### config.mk
export PLATFORM = sky130hd
export DESIGN_NAME = vid_in_to_axis_rgb888_flat
export DESIGN_NICKNAME = d
export VERILOG_FILES = /design/src/rtl/vid_in_to_axis_rgb888_if.sv /design/src/rtl/vid_in_to_axis_rgb888.sv /design/src/flat_wrapper.sv
export SDC_FILE = /design/constraint.sdc
export NUM_CORES = 1
export LEC_CHECK = 0
export BUFFER_PORTS_ARGS = -buffer_cell sky130_fd_sc_hd__buf_2
export CORE_MARGIN = 10
export CORE_UTILIZATION = 55
export CTS_BUF_LIST = sky130_fd_sc_hd__clkbuf_8
export DETAILED_ROUTE_END_ITERATION = 8
export GPL_TIMING_DRIVEN = 0
export PLACE_DENSITY = 0.73
export REMOVE_ABC_BUFFERS = 1
export SLEW_MARGIN = 20
export SYNTH_ARGS = -nofsm -noshare
export SYNTH_HDL_FRONTEND = slang
export SYNTH_SLANG_ARGS = --single-unit
### constraint.sdc
create_clock -name ap_clk -period 3.2 [get_ports ap_clk]
set_input_delay 0.64 -clock ap_clk [delete_from_list [all_inputs] [get_ports ap_clk]]
set_output_delay 0.64 -clock ap_clk [all_outputs]
set_load 0.01 [all_outputs]
### src/rtl/vid_in_to_axis_rgb888_if.sv
// ---------------------------------------------------------------------------
// vid_in_to_axis_rgb888_if
//
// Purpose:
//   AXI4-Stream video bus carrying RGB888 pixels out of vid_in_to_axis_rgb888.
//   tuser marks start-of-frame, tlast marks end-of-line.
//
// Signals:
//   tdata   pixel data (DATA_W bits)
//   tvalid  beat valid (master -> slave)
//   tready  downstream ready (slave -> master)
//   tuser   start of frame on the first pixel of a frame
//   tlast   end of line on the last pixel of a line
//
// Modports:
//   master  drives tdata/tvalid/tuser/tlast, samples tready
//   slave   samples tdata/tvalid/tuser/tlast, drives tready
// ---------------------------------------------------------------------------
interface vid_in_to_axis_rgb888_if #(
    parameter int DATA_W = 24
) ();
    logic [DATA_W-1:0] tdata;
    logic              tvalid;
    logic              tready;
    logic              tuser;
    logic              tlast;

    modport master (
        output tdata,
        output tvalid,
        output tuser,
        output tlast,
        input  tready
    );

    modport slave (
        input  tdata,
        input  tvalid,
        input  tuser,
        input  tlast,
        output tready
    );
endinterface

### src/rtl/vid_in_to_axis_rgb888.sv
// ---------------------------------------------------------------------------
// vid_in_to_axis_rgb888
//
// Purpose:
//   Converts native parallel RGB888 video (active_video / blanking / data,
//   qualified by a pixel clock enable) into an AXI4-Stream video master.
//   A one-pixel lookahead register decides tlast, an output FIFO absorbs
//   downstream backpressure, and the block measures frame geometry and
//   reports lock and overflow status.
//
// Parameters:
//   DATA_W      pixel width (24 for RGB888)
//   FIFO_DEPTH  output FIFO entries, power of two, at least 4
//   CNT_W       width/height counter width (saturating)
//
// Ports:
//   ap_clk, ap_rst      single clock, asynchronous active-high reset
//   vid_ce              pixel clock enable; video inputs sampled only when 1
//   vid_active_video    active pixel qualifier
//   vid_hblank          horizontal blank (status only, unused)
//   vid_vblank          vertical blank
//   vid_hsync/vid_vsync sync pulses (unused)
//   vid_data            pixel data
//   m_axis              AXI4-Stream master (vid_in_to_axis_rgb888_if.master)
//   overflow            sticky, a pixel was dropped because the FIFO was full
//   clr_overflow        single-cycle pulse clearing overflow (and line_err)
//   locked              two consecutive frames with identical nonzero geometry
//   det_width           active pixels in the first line of the last frame
//   det_height          active lines in the last complete frame
//
// Configuration:
//   VID_LINE_CHECK_EN   when defined, adds a sticky line_err output that is
//                       set when any line of a frame differs in length from
//                       that frame's first line; locked is cleared for that
//                       frame. When undefined, no line_err port exists.
// ---------------------------------------------------------------------------
module vid_in_to_axis_rgb888 #(
    parameter int DATA_W     = 24,
    parameter int FIFO_DEPTH = 32,
    parameter int CNT_W      = 12
) (
    input  logic                    ap_clk,
    input  logic                    ap_rst,
    input  logic                    vid_ce,
    input  logic                    vid_active_video,
    input  logic                    vid_hblank,
    input  logic                    vid_vblank,
    input  logic                    vid_hsync,
    input  logic                    vid_vsync,
    input  logic [DATA_W-1:0]       vid_data,
    vid_in_to_axis_rgb888_if.master m_axis,
    output logic                    overflow,
    input  logic                    clr_overflow,
    output logic                    locked,
    output logic [CNT_W-1:0]        det_width,
    output logic [CNT_W-1:0]        det_height
`ifdef VID_LINE_CHECK_EN
    ,
    output logic                    line_err
`endif
);

    localparam int AW = $clog2(FIFO_DEPTH);
    localparam int EW = DATA_W + 2;
    localparam logic [CNT_W-1:0] CNT_MAX = '1;

    typedef enum logic [1:0] {
        WAIT_VBLANK,
        WAIT_SOF,
        ACTIVE
    } state_t;

    state_t            state_q, state_d;

    logic              holdValid_q, holdValid_d;
    logic              holdUser_q, holdUser_d;
    logic [DATA_W-1:0] holdData_q, holdData_d;

    logic [CNT_W-1:0]  pixCnt_q, pixCnt_d;
    logic [CNT_W-1:0]  lineCnt_q, lineCnt_d;
    logic [CNT_W-1:0]  firstW_q, firstW_d;
    logic [CNT_W-1:0]  detW_q, detW_d;
    logic [CNT_W-1:0]  detH_q, detH_d;
    logic              locked_q, locked_d;
    logic              overflow_q, overflow_d;

`ifdef VID_LINE_CHECK_EN
    logic              lineErrFrame_q, lineErrFrame_d;
    logic              lineErr_q, lineErr_d;
`endif

    logic [EW-1:0]     mem_q [FIFO_DEPTH];
    logic [AW:0]       wrPtr_q, rdPtr_q;
    logic              fifoEmpty;
    logic              fifoFull;
    logic              fifoRd;
    logic              wrEn;
    logic [EW-1:0]     wrWord;
    logic [EW-1:0]     rdWord;

    logic              activePix;
    logic              dropPix;
    logic              frameClean;

    // Blanking and sync inputs carry no information this block needs; they
    // are folded together so the ports stay documented yet unused.
    logic              unusedInputs;
    assign unusedInputs = ^{vid_hblank, vid_hsync, vid_vsync};

    function automatic logic [CNT_W-1:0] satInc(input logic [CNT_W-1:0] v);
        return (v == CNT_MAX) ? v : v + CNT_W'(1);
    endfunction

    // An active sample during vertical blanking is treated as blanking.
    assign activePix = vid_active_video && !vid_vblank;

    // FIFO status. Pointers carry one extra wrap bit to tell full from empty.
    assign fifoEmpty = (wrPtr_q == rdPtr_q);
    assign fifoFull  = (wrPtr_q[AW] != rdPtr_q[AW]) &&
                       (wrPtr_q[AW-1:0] == rdPtr_q[AW-1:0]);
    assign rdWord    = mem_q[rdPtr_q[AW-1:0]];
    assign fifoRd    = !fifoEmpty && m_axis.tready;

    // The head entry is presented directly; outputs are forced to zero when
    // empty so that reset clears every output asynchronously.
    assign m_axis.tvalid = !fifoEmpty;
    assign m_axis.tdata  = fifoEmpty ? '0 : rdWord[DATA_W-1:0];
    assign m_axis.tlast  = !fifoEmpty && rdWord[DATA_W];
    assign m_axis.tuser  = !fifoEmpty && rdWord[DATA_W+1];

    assign overflow   = overflow_q;
    assign locked     = locked_q;
    assign det_width  = detW_q;
    assign det_height = detH_q;
`ifdef VID_LINE_CHECK_EN
    assign line_err   = lineErr_q;
`endif

    // Next-state logic. On each sample the held pixel is written to the
    // FIFO with tlast taken from whether the current sample is still active.
    // A write into a full FIFO that is not being read in the same cycle drops
    // the pixel and abandons the rest of the frame.
    always_comb begin
        state_d     = state_q;
        holdValid_d = holdValid_q;
        holdUser_d  = holdUser_q;
        holdData_d  = holdData_q;
        pixCnt_d    = pixCnt_q;
        lineCnt_d   = lineCnt_q;
        firstW_d    = firstW_q;
        detW_d      = detW_q;
        detH_d      = detH_q;
        locked_d    = locked_q;
        overflow_d  = overflow_q;
        wrEn        = 1'b0;
        wrWord      = '0;
        dropPix     = 1'b0;
        frameClean  = 1'b1;
`ifdef VID_LINE_CHECK_EN
        lineErrFrame_d = lineErrFrame_q;
        lineErr_d      = lineErr_q;
`endif

        // Clear first so that a same-cycle overflow event overrides it.
        if (clr_overflow) begin
            overflow_d = 1'b0;
`ifdef VID_LINE_CHECK_EN
            lineErr_d  = 1'b0;
`endif
        end

        if (vid_ce) begin
            if (holdValid_q) begin
                if (fifoFull && !fifoRd) begin
                    dropPix = 1'b1;
                end else begin
                    wrEn   = 1'b1;
                    wrWord = {holdUser_q, !activePix, holdData_q};
                end
            end

            if (dropPix) begin
                overflow_d  = 1'b1;
                locked_d    = 1'b0;
                holdValid_d = 1'b0;
                state_d     = WAIT_VBLANK;
            end else begin
                // End of line: the held pixel was the last one of its line.
                if (holdValid_q && !activePix) begin
                    if (lineCnt_q == '0) begin
                        firstW_d = pixCnt_q;
                    end
`ifdef VID_LINE_CHECK_EN
                    else if (pixCnt_q != firstW_q) begin
                        lineErrFrame_d = 1'b1;
                        lineErr_d      = 1'b1;
                        locked_d       = 1'b0;
                    end
`endif
                    lineCnt_d   = satInc(lineCnt_q);
                    pixCnt_d    = '0;
                    holdValid_d = 1'b0;
                end

                case (state_q)
                    WAIT_VBLANK: begin
                        if (vid_vblank) begin
                            state_d = WAIT_SOF;
                        end
                    end
                    WAIT_SOF: begin
                        if (activePix) begin
                            state_d        = ACTIVE;
                            holdValid_d    = 1'b1;
                            holdUser_d     = 1'b1;
                            holdData_d     = vid_data;
                            pixCnt_d       = CNT_W'(1);
                            lineCnt_d      = '0;
`ifdef VID_LINE_CHECK_EN
                            lineErrFrame_d = 1'b0;
`endif
                        end
                    end
                    ACTIVE: begin
                        if (vid_vblank) begin
                            // Frame finished; publish geometry if a line completed.
                            state_d = WAIT_SOF;
`ifdef VID_LINE_CHECK_EN
                            frameClean = !lineErrFrame_d;
`endif
                            if (lineCnt_d != '0) begin
                                detW_d   = firstW_d;
                                detH_d   = lineCnt_d;
                                locked_d = frameClean && (firstW_d != '0) &&
                                           (firstW_d == detW_q) &&
                                           (lineCnt_d == detH_q);
                            end
                        end else if (activePix) begin
                            holdValid_d = 1'b1;
                            holdUser_d  = 1'b0;
                            holdData_d  = vid_data;
                            pixCnt_d    = satInc(pixCnt_q);
                        end
                    end
                    default: begin
                        state_d = WAIT_VBLANK;
                    end
                endcase
            end
        end
    end

    // State and status registers.
    always_ff @(posedge ap_clk or posedge ap_rst) begin
        if (ap_rst) begin
            state_q     <= WAIT_VBLANK;
            holdValid_q <= 1'b0;
            holdUser_q  <= 1'b0;
            holdData_q  <= '0;
            pixCnt_q    <= '0;
            lineCnt_q   <= '0;
            firstW_q    <= '0;
            detW_q      <= '0;
            detH_q      <= '0;
            locked_q    <= 1'b0;
            overflow_q  <= 1'b0;
        end else begin
            state_q     <= state_d;
            holdValid_q <= holdValid_d;
            holdUser_q  <= holdUser_d;
            holdData_q  <= holdData_d;
            pixCnt_q    <= pixCnt_d;
            lineCnt_q   <= lineCnt_d;
            firstW_q    <= firstW_d;
            detW_q      <= detW_d;
            detH_q      <= detH_d;
            locked_q    <= locked_d;
            overflow_q  <= overflow_d;
        end
    end

`ifdef VID_LINE_CHECK_EN
    // Line-length check flags.
    always_ff @(posedge ap_clk or posedge ap_rst) begin
        if (ap_rst) begin
            lineErrFrame_q <= 1'b0;
            lineErr_q      <= 1'b0;
        end else begin
            lineErrFrame_q <= lineErrFrame_d;
            lineErr_q      <= lineErr_d;
        end
    end
`endif

    // FIFO pointers. A write at full is only issued together with a read,
    // so the slot being overwritten is the one leaving this cycle.
    always_ff @(posedge ap_clk or posedge ap_rst) begin
        if (ap_rst) begin
            wrPtr_q <= '0;
            rdPtr_q <= '0;
        end else begin
            if (wrEn) begin
                wrPtr_q <= wrPtr_q + 1'b1;
            end
            if (fifoRd) begin
                rdPtr_q <= rdPtr_q + 1'b1;
            end
        end
    end

    // FIFO storage; contents are qualified by the pointers and need no reset.
    always_ff @(posedge ap_clk) begin
        if (wrEn) begin
            mem_q[wrPtr_q[AW-1:0]] <= wrWord;
        end
    end

endmodule

### src/flat_wrapper.sv
// flat-port wrapper written by rule: the top's interface ports become plain ports
module vid_in_to_axis_rgb888_flat 
#(
    parameter int DATA_W     = 24,
    parameter int FIFO_DEPTH = 32,
    parameter int CNT_W      = 12
)
  (ap_clk, ap_rst, vid_ce, vid_active_video, vid_hblank, vid_vblank, vid_hsync, vid_vsync, vid_data, overflow, clr_overflow, locked, det_width, det_height, m_axis_tdata, m_axis_tvalid, m_axis_tuser, m_axis_tlast, m_axis_tready);
  vid_in_to_axis_rgb888_if #(.DATA_W(DATA_W)) m_axis_i ();
  input  logic ap_clk;
  input  logic ap_rst;
  input  logic vid_ce;
  input  logic vid_active_video;
  input  logic vid_hblank;
  input  logic vid_vblank;
  input  logic vid_hsync;
  input  logic vid_vsync;
  input  logic [DATA_W-1:0] vid_data;
  output logic overflow;
  input  logic clr_overflow;
  output logic locked;
  output logic [CNT_W-1:0] det_width;
  output logic [CNT_W-1:0] det_height;
  output wire logic [$bits(m_axis_i.tdata)-1:0] m_axis_tdata;
  output wire logic [$bits(m_axis_i.tvalid)-1:0] m_axis_tvalid;
  output wire logic [$bits(m_axis_i.tuser)-1:0] m_axis_tuser;
  output wire logic [$bits(m_axis_i.tlast)-1:0] m_axis_tlast;
  input wire logic [$bits(m_axis_i.tready)-1:0] m_axis_tready;
  assign m_axis_tdata = m_axis_i.tdata;
  assign m_axis_tvalid = m_axis_i.tvalid;
  assign m_axis_tuser = m_axis_i.tuser;
  assign m_axis_tlast = m_axis_i.tlast;
  assign m_axis_i.tready = m_axis_tready;
  vid_in_to_axis_rgb888 #(.DATA_W(DATA_W), .FIFO_DEPTH(FIFO_DEPTH), .CNT_W(CNT_W)) u_core (.ap_clk(ap_clk), .ap_rst(ap_rst), .vid_ce(vid_ce), .vid_active_video(vid_active_video), .vid_hblank(vid_hblank), .vid_vblank(vid_vblank), .vid_hsync(vid_hsync), .vid_vsync(vid_vsync), .vid_data(vid_data), .m_axis(m_axis_i), .overflow(overflow), .clr_overflow(clr_overflow), .locked(locked), .det_width(det_width), .det_height(det_height));
endmodule
==> impl_metrics.env, run 1 <==
export IMPL_detail_route_first_pass_iterations=5
export IMPL_critPathTopFamily="multiplexers"
export IMPL_slew_viol_final=0
export IMPL_seq_power_share_pct=40.4
export IMPL_clkSinkCount=934
export IMPL_cellLeakagePower_nw=15.7
export IMPL_worst_setup_hold_path_clk_slew_ns=0.06
export IMPL_fill_cells=4262
export IMPL_dr_total_vias=20500
export IMPL_finalHoldViolations=0
export IMPL_vias_per_cell=6.49
export IMPL_num_nets_final=2198
export IMPL_synth_warning_count=0
export IMPL_max_slew_worst_pin_slew_ns=1.13
export IMPL_worstPathArrival_ns=3.26
export IMPL_post_synth_inst_count=1861
export IMPL_most_common_layout_cells="edfxtp_1, mux4_2, clkbuf_8"
export IMPL_postSynth_topFlopCell="edfxtp_1"
export IMPL_fp_dieArea_um2=79500
export IMPL_pre_cts_ws_ns=-1.09
export IMPL_clock_latency_on_the_worst_skew_pair_ns=0.81
export IMPL_relSlewSlack_pct=24.8
export IMPL_worst_vdd_ir_mv=0.575
export IMPL_starting_utilization_of_the_core_area_pct=55.3
export IMPL_placed_cells_incl_taps=2782
export IMPL_pin_count=87
export IMPL_antenna_found_initial=3
export IMPL_routabilityCongestion=0.844
export IMPL_dpl_hpwl_um=53400
export IMPL_cpPeakStageDelay_ns=0.53
export IMPL_finalCritPeriodShare_pct=122
export IMPL_post_route_min_period_ns=3.90
export IMPL_width_of_the_die_um=282
export IMPL_rsz0062_at_grt="true"
export IMPL_fmax_ghz=0.257
export IMPL_ant_nets=0
export IMPL_status="finished, violations left"
export IMPL_die_height_um=282
export IMPL_worstSetupStartpointType="flop"
export IMPL_combinationalPowerShare_pct=34.4
export IMPL_p_int_mw=25.1
export IMPL_synth_top_area_cell="edfxtp_1"
export IMPL_cp_common_cell="mux4_2"
export IMPL_critical_path_slowest_cell="dfrtp_4"
export IMPL_ys_top_cells_by_area="edfxtp_1, mux4_2, dfrtp_1"
export IMPL_num_antenna_cells=0
export IMPL_layout_setup_ws_ns=-0.698
export IMPL_power_share_switching_pct=31.3
export IMPL_proportion_of_synthesized_flip_flops_having_asynchronous_set_or_reset_pct=10.9
export IMPL_net_switching_power_mw=11.5
export IMPL_global_route_usage_total_pct=25.0
export IMPL_route_detailed_wl_per_inst_um=31.1
export IMPL_most_common_cell_after_layout_fill_and_taps_aside="edfxtp_1"
export IMPL_final_setup_fails=27
export IMPL_drv_cap=0
export IMPL_timing_critical_path_cells="buf_8, bufbuf_16, mux4_2, mux4_2, mux2i_2, nor2_1, buf_2"
export IMPL_end_kind="output port"
export IMPL_worst_hold_path_type="in -> reg"
export IMPL_area_growth_pct=18.9
export IMPL_critical_path_buf_inv_count=3
export IMPL_tritoncts_num_buffers=148
export IMPL_post_route_cell_area_um2=44900
export IMPL_fin_worst_skew_ns=0.0431
export IMPL_drive_gt1_share_pct=36.3
export IMPL_setup_worst_path_class="reg -> out"
export IMPL_io_buffers=83
export IMPL_synthesis_area_per_instance_um2=20.3
export IMPL_core_area_um2=68300
export IMPL_final_instance_count_excl_fill=3155
export IMPL_ys_ff_latch=934
export IMPL_drc_violations=0
export IMPL_violations_in_the_final_reports="negative setup slack"
export IMPL_yosys_area_top_type_share_pct=66.2
export IMPL_ctsRootBufferMaster="clkbuf_8"
export IMPL_grt_pass1_vias=21000
export IMPL_drt_wl_total_um=98200
export IMPL_p_per_area_nw_per_um2=814
export IMPL_cp_max_fo=8
export IMPL_pin_count_of_the_biggest_net_entering_global_routing=57
export IMPL_ctsLongestPathBuffers=3
export IMPL_netlist_area_um2=37800
export IMPL_worst_ep_required_time_ns=2.56
export IMPL_placement_cell_area_um2=40600
export IMPL_wire_length_of_the_first_global_routing_pass_um=142000
export IMPL_std_cell_rows=96
export IMPL_cts_tree="built"
export IMPL_synth_seq_area_share_pct=72.9
export IMPL_synth_edff_count=832
export IMPL_clockPowerShare_pct=25.1
export IMPL_drt_first_iter_violations=2873
export IMPL_h_tree_depth=4
export IMPL_synth_lib_cells_used_distinct=62
export IMPL_grt_overflow=0
per-stage QoR:
stage | total power, mW | TNS [ns] | util [%] | hold WS, ns
after CTS | 36.2 | -17.35 | 65.3 | 0.000168
after detailed placement | 25.9 | -881.88 | 59.4 | 0.485
final | 36.6 | -15.45 | 65.7 | 0.0684
after global placement | 22.4 | - | 56.8 | 0.469
after global routing | 38.1 | -18.43 | 65.7 | 0.0321
after floorplan | 21.1 | - | - | 0.462
cell type report:
class	instances	area, µm²	area share [%]
Sequential cell	934	27600	61.4
Multi-Input combinational cell	797	10100	22.5
Clock inverter	119	558	1.24
Clock buffer	152	2090	4.66
Timing Repair Buffer	247	3400	7.57
Inverter	24	95.1	0.212
Tap cell	882	1100	2.46
path summary, 6_finish.rpt:
kind	start	end	slack (ns)	cells past startpoint
worst max-delay path	u_core.rdPtr_q[0]	m_axis_tdata[2]	-0.70	7
worst min-delay path	vid_data[23]	u_core.holdData_q[23]	0.07	2
worst max register to register	u_core.rdPtr_q[2]	u_core.mem_q[15][13]	0.05	8
worst min register to register	u_core.holdData_q[2]	u_core.holdData_q[2]	0.50	1
max in group asynchronous	ap_rst	u_core.holdData_q[10]	2.04	4
min in group asynchronous	ap_rst	u_core.det_height[7]	0.45	3
flip-flops by register name, summed over array words and instances (netlist names), 2 cells and up:
register	flops
u_core.pixCnt_q	12
u_core.state_q	2
u_core.det_width	12
u_core.det_height	12
u_core.holdData_q	24
u_core.lineCnt_q	12
u_core.mem_q	832
u_core.wrPtr_q	6
u_core.firstW_q	12
u_core.rdPtr_q	6
routing by layer:
| layer | vias up | share of wire (%) | track usage (%) |
|---|---|---|---|
| li1 | 8259 | - | - |
| met5 | - | 0.013 | 0 |
| met3 | 253 | 11 | 6.97 |
| met4 | 2 | 3.7 | 10.1 |
| met2 | 1275 | 48 | 39.0 |
| met1 | 10700 | 38 | 33.3 |
Yosys cell counts (16+ instances only):
cell type  number
edfxtp_1      832
mux4_2        261
dfrtp_1       102
nor2_1         78
clkbuf_1       65
nand2_1        56
mux2_2         47
mux2i_1        40
o21ai_0        35
and2_1         30
xor2_1         26
buf_1          24
inv_1          24
nand3_1        23
a21oi_1        19
xnor2_1        19
mux2_4         16
what timing repair did:
action | CTS | global route
setup endpoints to repair | 1774 | 120
hold buffers | 6 | 0
buffers inserted | 74 | 8
resized for setup | 36 | 16
pin swaps | 31 | 3
hold endpoints to repair | 51 | 0
gates cloned | 11 | 5
kinds of logic (layout without fill, tap and decap cells):
kind of cell | after synthesis | in the layout | share of synthesized area, %
flops | 934 | 934 | 72.9
mux | 366 | 366 | 18.7
simple gates | 268 | 268 | 3.75
buf+inv | 130 | 542 | 1.39
compound gates | 106 | 106 | 1.79
xor+xnor | 45 | 45 | 1.04
fa+ha+maj | 12 | 12 | 0.398
power groups by stage:
stage | clock [mW] | sequential, mW | combinational [mW]
5_1_grt | 9.90 | 14.8 | 13.3
6_report | 9.19 | 14.8 | 12.6
2_1_floorplan | 0 | 15.6 | 5.55
3_3_place_gp | 0 | 16.0 | 6.40
4_1_cts | 9.26 | 14.7 | 12.2
3_5_place_dp | 0 | 15.4 | 10.5
No activity file was read; power rests on OpenSTA's default activity.
==> inputs of run 2 (changes only) <==
- CORE_ASPECT_RATIO: not set -> 0.9
- PLACE_DENSITY: 0.73 -> 0.7
- clock period: 3.2 -> 3.96 ns (I/O delays scaled with it)
==> impl_metrics.env, run 2 (synthesized netlist as in run 1, its figures left out) <==
export IMPL_detail_route_wirelength_met1_um=37900
export IMPL_most_common_cell_after_layout_fill_and_taps_aside="edfxtp_1"
export IMPL_max_slew_worst_pin_slew_ns=1.14
export IMPL_final_setup_fails=15
export IMPL_die_height_um=269
export IMPL_status="finished, violations left"
export IMPL_seq_power_share_pct=40.3
export IMPL_worstSetupStartpointType="flop"
export IMPL_tritoncts_num_buffers=147
export IMPL_cts_tree="built"
export IMPL_drv_cap=0
export IMPL_routabilityCongestion=0.850
export IMPL_starting_utilization_of_the_core_area_pct=55.3
export IMPL_placed_cells_incl_taps=2793
export IMPL_post_route_min_period_ns=4.04
export IMPL_drt_wl_total_um=98000
export IMPL_ctsRootBufferMaster="clkbuf_8"
export IMPL_power_share_switching_pct=31.3
export IMPL_cellLeakagePower_nw=15.5
export IMPL_largest_register_ffs=832
export IMPL_vias_per_cell=6.52
export IMPL_std_cell_rows=91
export IMPL_worst_vdd_ir_mv=0.360
export IMPL_width_of_the_die_um=296
export IMPL_final_instance_count_excl_fill=3115
export IMPL_global_route_usage_total_pct=24.2
export IMPL_rsz0062_at_grt="true"
export IMPL_wire_length_of_the_first_global_routing_pass_um=138000
export IMPL_fin_worst_skew_ns=0.0408
export IMPL_cp_max_fo=10
export IMPL_fp_dieArea_um2=79600
export IMPL_dr_total_vias=20300
export IMPL_length_of_routed_met2_wiring_um=48400
export IMPL_core_area_um2=68300
export IMPL_combinationalPowerShare_pct=34.9
export IMPL_clkSinkCount=934
export IMPL_grt_overflow=0
export IMPL_ctsLongestPathBuffers=3
export IMPL_finalHoldViolations=0
export IMPL_detail_route_first_pass_iterations=7
export IMPL_detailroute_wirelength_met3_um=9110
export IMPL_ant_nets=0
export IMPL_finalCritPeriodShare_pct=102
export IMPL_pre_cts_ws_ns=-0.396
export IMPL_net_switching_power_mw=9.40
export IMPL_io_buffers=83
export IMPL_p_per_area_nw_per_um2=669
export IMPL_violations_in_the_final_reports="negative setup slack"
export IMPL_h_tree_depth=4
export IMPL_relSlewSlack_pct=24.0
export IMPL_route_detailed_wl_per_inst_um=31.5
export IMPL_worst_ep_required_time_ns=3.17
export IMPL_drt_first_iter_violations=2993
export IMPL_placement_cell_area_um2=40900
export IMPL_fmax_ghz=0.247
export IMPL_post_route_cell_area_um2=44800
export IMPL_dpl_hpwl_um=56800
export IMPL_slew_viol_final=0
export IMPL_drive_gt1_share_pct=35.3
export IMPL_clock_latency_on_the_worst_skew_pair_ns=0.80
export IMPL_end_kind="output port"
export IMPL_worst_setup_hold_path_clk_slew_ns=0.06
export IMPL_area_growth_pct=18.7
export IMPL_clockPowerShare_pct=24.8
export IMPL_pin_count_of_the_biggest_net_entering_global_routing=62
export IMPL_layout_setup_ws_ns=-0.0850
export IMPL_routed_top_layer="met4"
export IMPL_pin_count=87
export IMPL_drc_violations=0
export IMPL_most_common_layout_cells="edfxtp_1, mux4_2, clkbuf_8"
export IMPL_setup_worst_path_class="reg -> out"
export IMPL_num_nets_final=2169
export IMPL_worst_hold_path_type="in -> reg"
export IMPL_worstPathArrival_ns=3.25
export IMPL_antenna_found_initial=1
export IMPL_p_int_mw=20.6
export IMPL_final_core_utilization_pct=65.6
export IMPL_grt_pass1_vias=20400
==> run 2: metal layers <==
layer / track usage (%) / up-vias
met4: 8.77 / 0
met5: 0 / -
met3: 4.16 / 192
met2: 38.0 / 1209
li1: - / 8200
met1: 34.4 / 10700
==> run 2: timing repair <==
| item | 4_1_cts | 5_1_grt |
|---|---|---|
| cloned | 15 | 9 |
| hold buffers | 1 | 0 |
| hold endpoints to repair | 5 | 0 |
| resized for setup | 45 | 21 |
| setup buffers | 24 | 18 |
| pin swaps | 0 | 13 |
| setup endpoints to repair | 675 | 82 |
==> run 2: area by class of cell <==
class / count / area, µm²
well taps: 883 / 1100
diodes: 2 / 5.00
multi-input cells: 797 / 10000
flip-flops and latches: 934 / 27600
clock buffers: 149 / 2050
clock inverters: 107 / 553
fillers: 4262 / 23500
repair buffers: 219 / 3400
inverters: 24 / 95.1
==> run 2: critical path, stage by stage, from the launching register on <==
cell       delay, ns
dfrtp_4         0.49
buf_6           0.19
bufbuf_16       0.32
mux4_2          0.53
mux4_2          0.53
mux2i_1         0.15
nor2_1          0.08
buf_2           0.15
==> run 2: path summary, 6_finish.rpt <==
check | from | cells past startpoint | endpoint | slack (ns)
min in group asynchronous | ap_rst | 3 | u_core.holdData_q[22] | 0.57
worst max register to register | u_core.rdPtr_q[2] | 9 | u_core.mem_q[22][15] | 0.02
worst min-delay path | clr_overflow | 2 | u_core.overflow | 0.19
worst max-delay path | u_core.rdPtr_q[0] | 7 | m_axis_tdata[8] | -0.08
worst min register to register | u_core.holdData_q[3] | 1 | u_core.holdData_q[3] | 0.50
max in group asynchronous | ap_rst | 4 | u_core.holdData_q[7] | 2.63
==> run 2: metrics by stage <==
step | hold WS [ns] | setup TNS (ns) | total power [mW]
after floorplan | 0.462 | - | 17.7
after global placement | 0.471 | - | 18.8
after detailed placement | 0.476 | -101.35 | 21.0
after CTS | 0.116 | -2.52 | 29.6
after global routing | 0.171 | -3.96 | 31.2
final | 0.185 | -0.734 | 30.0
==> run 2: power by group through the flow <==
stage	clock (mW)	combinational (mW)	sequential (mW)
3_3_place_gp	0	5.72	13.0
5_1_grt	8.00	11.1	12.1
4_1_cts	7.48	10.1	12.1
6_report	7.43	10.5	12.1
2_1_floorplan	0	5.00	12.7
3_5_place_dp	0	8.58	12.4
